### config.mk
export PLATFORM = sky130hd
export DESIGN_NAME = dma_read_block
export DESIGN_NICKNAME = d
export VERILOG_FILES = /design/src/rtl/dma_read_block.sv
export SDC_FILE = /design/constraint.sdc
export NUM_CORES = 2
export LEC_CHECK = 0
export BUFFER_PORTS_ARGS = -buffer_cell sky130_fd_sc_hd__buf_2
export CORE_AREA = 2 2 321 640
export DETAILED_ROUTE_END_ITERATION = 10
export DIE_AREA = 0 0 323 642
export PLACE_DENSITY = 0.51
export SETUP_SLACK_MARGIN = 0.1
export SLEW_MARGIN = 40
export SYNTH_ARGS = -nofsm -noshare
export SYNTH_HDL_FRONTEND = slang
export SYNTH_SLANG_ARGS = --single-unit
export TNS_END_PERCENT = 30
### constraint.sdc
create_clock -name clk -period 31.6 [get_ports clk]
set_input_delay 4.74 -clock clk [delete_from_list [all_inputs] [get_ports clk]]
set_output_delay 4.74 -clock clk [all_outputs]
set_load 0.02 [all_outputs]
### src/rtl/dma_read_block.sv
// DMA read engine: queues read commands, splits them into Avalon-MM bursts,
// forwards returned beats to the data FIFO and posts one status word per command.
//
// state     | meaning
// ----------+-----------------------------------------------------------
// IDLE      | waiting for a queued command
// LD_CMD    | pop the queue, latch address/bytes/remaining beats
// CHECK     | wait for room in the data FIFO, size the next burst
// RD_REQ    | hold the read request until waitrequest drops
// WAIT_DATA | collect the beats of the outstanding burst
// STATUS    | wait for room in the status FIFO, post the status word
module dma_read_block #(
    parameter int CMD_FIFO_DEPTH = 32,
    parameter int MAX_BURST      = 16
) (
    input  logic         clk,
    input  logic         reset,
    input  logic         dma_rd_fifo_command_req_i,
    input  logic [15:0]  dma_rd_bytes_to_transfer_i,
    input  logic [31:0]  dma_rd_addr_i,
    output logic         dma_rd_fifo_full_o,
    output logic [31:0]  rd_master_addr_o,
    output logic         rd_master_read_o,
    output logic [10:0]  rd_master_bcount_o,
    input  logic         rd_master_wait_req_i,
    input  logic [255:0] rd_master_data_i,
    input  logic         rd_master_data_valid_i,
    output logic [255:0] dma_data_o,
    output logic         dma_data_fifo_wr_req_o,
    input  logic         dma_data_fifo_almost_full_i,
    output logic         dma_status_fifo_wr_req_o,
    output logic [24:0]  dma_status_fifo_data_o,
    input  logic         dma_status_fifo_almost_full_i
);

    localparam int PW = $clog2(CMD_FIFO_DEPTH);
    localparam int CW = PW + 1;
    localparam logic [11:0] MAX_BURST_W = 12'(MAX_BURST);

    typedef enum logic [2:0] {
        IDLE, LD_CMD, CHECK, RD_REQ, WAIT_DATA, STATUS
    } state_t;

    state_t state, state_nxt;

    logic [47:0]   cmd_mem [CMD_FIFO_DEPTH];
    logic [PW-1:0] wr_ptr, rd_ptr;
    logic [CW-1:0] count;
    logic          push, pop;
    logic [47:0]   head;
    logic [15:0]   head_bytes;
    logic [11:0]   head_beats;

    logic [31:0]   cur_addr;
    logic [15:0]   cmd_bytes;
    logic [11:0]   remaining;
    logic [10:0]   beats_left;
    logic [10:0]   burst;
    logic [7:0]    seq;
    logic          last_beat;

    assign dma_rd_fifo_full_o = (count == CW'(CMD_FIFO_DEPTH));
    // a push while full is dropped regardless of a simultaneous pop
    assign push       = dma_rd_fifo_command_req_i && !dma_rd_fifo_full_o;
    assign pop        = (state == LD_CMD);
    assign head       = cmd_mem[rd_ptr];
    assign head_bytes = head[47:32];
    assign head_beats = {1'b0, head_bytes[15:5]} + {11'b0, |head_bytes[4:0]};

    assign burst      = (remaining > MAX_BURST_W) ? MAX_BURST_W[10:0] : remaining[10:0];
    assign last_beat  = rd_master_data_valid_i && (beats_left == 11'd1);
    assign rd_master_read_o = (state == RD_REQ);

    always_ff @(posedge clk) begin
        if (push) cmd_mem[wr_ptr] <= {dma_rd_bytes_to_transfer_i, dma_rd_addr_i};
    end

    always_ff @(posedge clk or posedge reset) begin
        if (reset) begin
            wr_ptr <= '0;
            rd_ptr <= '0;
            count  <= '0;
        end else begin
            if (push) wr_ptr <= wr_ptr + PW'(1);
            if (pop)  rd_ptr <= rd_ptr + PW'(1);
            if (push && !pop)      count <= count + CW'(1);
            else if (pop && !push) count <= count - CW'(1);
        end
    end

    always_ff @(posedge clk or posedge reset) begin
        if (reset) state <= IDLE;
        else       state <= state_nxt;
    end

    always_comb begin
        state_nxt = state;
        case (state)
            IDLE:      if (count != '0) state_nxt = LD_CMD;
            LD_CMD:    state_nxt = (head_beats == 12'd0) ? STATUS : CHECK;
            CHECK:     if (!dma_data_fifo_almost_full_i) state_nxt = RD_REQ;
            RD_REQ:    if (!rd_master_wait_req_i) state_nxt = WAIT_DATA;
            WAIT_DATA: if (last_beat) state_nxt = (remaining != 12'd1) ? CHECK : STATUS;
            STATUS:    if (!dma_status_fifo_almost_full_i) state_nxt = IDLE;
            default:   state_nxt = IDLE;
        endcase
    end

    always_ff @(posedge clk or posedge reset) begin
        if (reset) begin
            cur_addr                 <= '0;
            cmd_bytes                <= '0;
            remaining                <= '0;
            beats_left               <= '0;
            seq                      <= '0;
            rd_master_addr_o         <= '0;
            rd_master_bcount_o       <= '0;
            dma_data_o               <= '0;
            dma_data_fifo_wr_req_o   <= 1'b0;
            dma_status_fifo_wr_req_o <= 1'b0;
            dma_status_fifo_data_o   <= '0;
        end else begin
            dma_data_fifo_wr_req_o   <= 1'b0;
            dma_status_fifo_wr_req_o <= 1'b0;
            case (state)
                LD_CMD: begin
                    cur_addr  <= head[31:0];
                    cmd_bytes <= head_bytes;
                    remaining <= head_beats;
                end
                CHECK: if (!dma_data_fifo_almost_full_i) begin
                    rd_master_addr_o   <= cur_addr;
                    rd_master_bcount_o <= burst;
                end
                RD_REQ: if (!rd_master_wait_req_i) beats_left <= rd_master_bcount_o;
                WAIT_DATA: if (rd_master_data_valid_i) begin
                    dma_data_o             <= rd_master_data_i;
                    dma_data_fifo_wr_req_o <= 1'b1;
                    beats_left             <= beats_left - 11'd1;
                    remaining              <= remaining - 12'd1;
                    // next burst starts right after the one just completed
                    if (last_beat) cur_addr <= cur_addr + {16'b0, rd_master_bcount_o, 5'b0};
                end
                STATUS: if (!dma_status_fifo_almost_full_i) begin
                    dma_status_fifo_wr_req_o <= 1'b1;
                    dma_status_fifo_data_o   <= {(cmd_bytes == 16'd0), seq, cmd_bytes};
                    seq                      <= seq + 8'd1;
                end
                default: ;
            endcase
        end
    end

endmodule

==> results.yml <==
yosys:
  netlist_area_sq_um: 76500
  syn-num-nets: 4671
  syn_area_per_cell_sq_um: 17.7
  synth.distinct_cells: 87
  syn_inst: 4330
  synth-edff-count: 1536
  synthArstFlopShare_pct: 21.6
  synth-seq-area-share_pct: 74.2
  ys_ff_latch: 1960
  ys_warn_count: 0
  synthFlopType: "edfxtp_1"
pwr:
  cellPowerDensity_nw_per_um2: 94.8
  p_leak_uw: 0.0329
  clock_power_share_pct: 26.6
  pwr-share-comb_pct: 33.0
  netSwitchingFraction_pct: 35.4
  cell_internal_pwr_uw: 5470
  p_switching_uw: 3000
  ir_worst_vdd_uv: 59.3
  sequentialPowerShare_pct: 40.4
min_path:
  hold_path.class: "reg -> reg"
  hp-start: "dma_data_o[151]"
die:
  rows: 234
  core_area_sq_um: 203000
  die_w_um: 323
  ios: 639
  die_area_sq_um: 207000
  start_util_pct: 37.7
  die_y_um: 642
worst_setup_path:
  crit_type: "reg -> out"
  slowest_stage: "dfrtp_1"
  setup.worst_path.start: "state[1]"
  cp-end-kind: "output port"
  cp_data_required_time_ps: 26860
  arrival_ps: 2530
  rr_startpoint: "rd_ptr[0]"
  critical_path.cell_chain: "nor2b_1 -> nand2_1 -> inv_1 -> buf_2"
  cpPeakStageDelay_ps: 530
  crit_family: "simple AND/OR/NAND/NOR gates"
  crit_path_start_kind: "flip-flop"
  critPathBufInv: 2
  crit_fanout: 9
layout:
  area_growth_pct: 17.0
  final_area_sq_um: 89400
  final_common_cell: "edfxtp_1"
  fill_cells: 17900
  final_layout_size_suffix_gt1_share_pct: 29.5
  most-common-layout-cells: "1536 x edfxtp_1, 1017 x nand2_1, 623 x buf_2, 419 x dfrtp_1, 411 x mux4_2"
  final_nets: 5367
clocking:
  clockBufferDepth: 4
  cts_hold_buf: 0
  clock-sinks: 1960
  root_buffer: "clkbuf_16"
  clk_latency_ps: 850
  cts_buffers: 183
  cts_setup_buffers: 0
  cts-htree-levels: 4
  cts_tree: "done"
  post_cts_resized: 0
  clk_transition_reported_paths_ps: 70
grt:
  antenna_found_initial: 36
  grt_pass1_wl_um: 365000
  grt_use_total_pct: 25.8
  grt_max_degree: 144
  first_global_vias: 43600
  grt.overflow.total: 0
routing:
  drt_iter0_drc: 3452
  drtPass1Iterations: 7
  vias: 42800
  vias_per_cell: 5.41
  drc: 0
  ant_nets: 0
  drt_wl_total_um: 268000
  wire_per_inst_um: 33.9
placement:
  post_dp_cell_area_sq_um: 83200
  port_buffers: 638
  place_congestion: 0.978
  dpl.hpwl_um: 185000
run:
  maxCapViolCount: 0
timing:
  max_slew_margin_pct: 38.3
  period_share_pct: 23.0
  fin_worst_skew_ps: 54.0
  report.final.slew_viol_count: 0
  setup_viol: 0
  setup_tns_ps: 0
  min_period_ps: 7270
  grt_setup_unrepaired: "false"
  tightest_slew_ps: 925
  clock.fmax_ghz: 0.138
  hold_viol_final: 0
status:
  status: "finished clean"
==> through the flow <==
step / instances / setup slack, ps / utilization, % / hold WS, ps / power, uW
2_1_floorplan: 4330 / 15060 / - / 436 / 5090
3_3_place_gp: 7541 / 22960 / 40.9 / 453 / 6260
3_5_place_dp: 7550 / 23550 / 41.1 / 457 / 6290
4_1_cts: 7874 / 24330 / 44.0 / 473 / 8560
5_1_grt: 7890 / 24300 / 44.1 / 490 / 8820
6_report: 7907 / 24330 / 44.1 / 468 / 8480
==> final cells by class <==
class | count | area, sq um | area share (%)
Multi-Input combinational cell | 2111 | 18700 | 21.0
Timing Repair Buffer | 736 | 4320 | 4.83
Antenna cell | 28 | 70.1 | 0.0784
Clock buffer | 229 | 4940 | 5.53
Clock inverter | 95 | 1050 | 1.18
Sequential cell | 1960 | 56800 | 63.5
Inverter | 34 | 146 | 0.164
Tap cell | 2714 | 3400 | 3.80
==> path summary, 6_finish.rpt <==
| check | slack [ps] | depth (start not counted) | to |
|---|---|---|---|
| min in group asynchronous | 3960 | 2 | dma_data_o[5] |
| worst min-delay path | 470 | 2 | dma_data_o[151] |
| worst max register to register | 24680 | 17 | state[1] |
| worst min register to register | 470 | 2 | dma_data_o[151] |
| max in group asynchronous | 25100 | 5 | wr_ptr[0] |
| worst max-delay path | 24330 | 4 | rd_master_read_o |
==> per-layer routing <==
layer	part of all wire (%)	track usage [%]
met4	9.0	18.0
met2	51	44.9
met3	6.0	4.81
met5	0.050	0
met1	34	28.1
==> worst min-delay path, cell delays in order (launching register included) <==
cell and delay, ps:
dfrtp_1 340, nand2_1 50, nand2_1 50
==> logic make-up (layout without fill, tap and decap cells) <==
logic type                 count (synthesis)  in the layout  synth area share [%]
muxes                                    520            520                  14.3
AOI/OAI and AO/OA                        283            283                  2.40
xor gates and xnor gates                  32             32                 0.367
DFF                                     1960           1960                  74.2
and+or+nand+nor                         1246           1246                  6.59
other                                      0             28                     0
adders and majority gates                 30             30                 0.511
buffers and inverters                    259           1094                  1.66
==> state kept, by name (all words and copies together) (netlist names) <==
name / flops
cmd_bytes: 16
dma_data_fifo_wr_req_o: 1
count: 6
dma_status_fifo_data_o: 25
cmd_mem: 1536
dma_data_o: 256
seq: 8
rd_ptr: 5
rd_master_addr_o: 32
rd_master_bcount_o: 11
remaining: 12
dma_status_fifo_wr_req_o: 1
state: 3
cur_addr: 32
wr_ptr: 5
beats_left: 11
==> synthesized netlist by cell type (4+ instances only) <==
cell / count / area share, %
edfxtp_1: 1536 / 60
nand2_1: 1019 / 5.0
dfrtp_1: 424 / 14
mux4_2: 411 / 12
clkbuf_1: 140 / 0.69
nor2_1: 86 / 0.42
o21ai_0: 81 / 0.53
a21oi_1: 64 / 0.42
mux2i_1: 48 / 0.63
buf_2: 39 / 0.26
mux4_1: 32 / 1.1
inv_1: 31 / 0.15
mux2_2: 29 / 0.43
ha_1: 28 / 0.46
xnor2_1: 26 / 0.30
nand3_1: 25 / 0.16
nor3_1: 23 / 0.15
buf_1: 22 / 0.11
a31oi_1: 17 / 0.14
a22o_1: 14 / 0.16
and2_1: 12 / 0.098
o311ai_0: 12 / 0.14
nand4_1: 11 / 0.090
a211oi_1: 10 / 0.098
nor4_1: 10 / 0.082
o221ai_1: 10 / 0.11
clkbuf_8: 9 / 0.16
a22oi_1: 8 / 0.079
nor2b_1: 8 / 0.065
o22ai_1: 8 / 0.065
or3_1: 8 / 0.065
nand2b_1: 7 / 0.057
xor2_1: 6 / 0.069
a211o_1: 5 / 0.057
a221o_1: 5 / 0.065
a2bb2oi_1: 5 / 0.057
and3_1: 5 / 0.041
buf_12: 5 / 0.13
o21a_1: 5 / 0.049
o32ai_1: 5 / 0.057
a21boi_0: 4 / 0.039
a21o_1: 4 / 0.039
or4_1: 4 / 0.039
==> power groups by stage <==
stage	combinational, uW	sequential, uW	clock (uW)
5_1_grt	2960	3460	2400
4_1_cts	2830	3420	2310
6_report	2800	3420	2260
3_5_place_dp	2820	3470	0
3_3_place_gp	2800	3460	0
2_1_floorplan	1500	3590	0
Power figures use the tool's default switching activity.
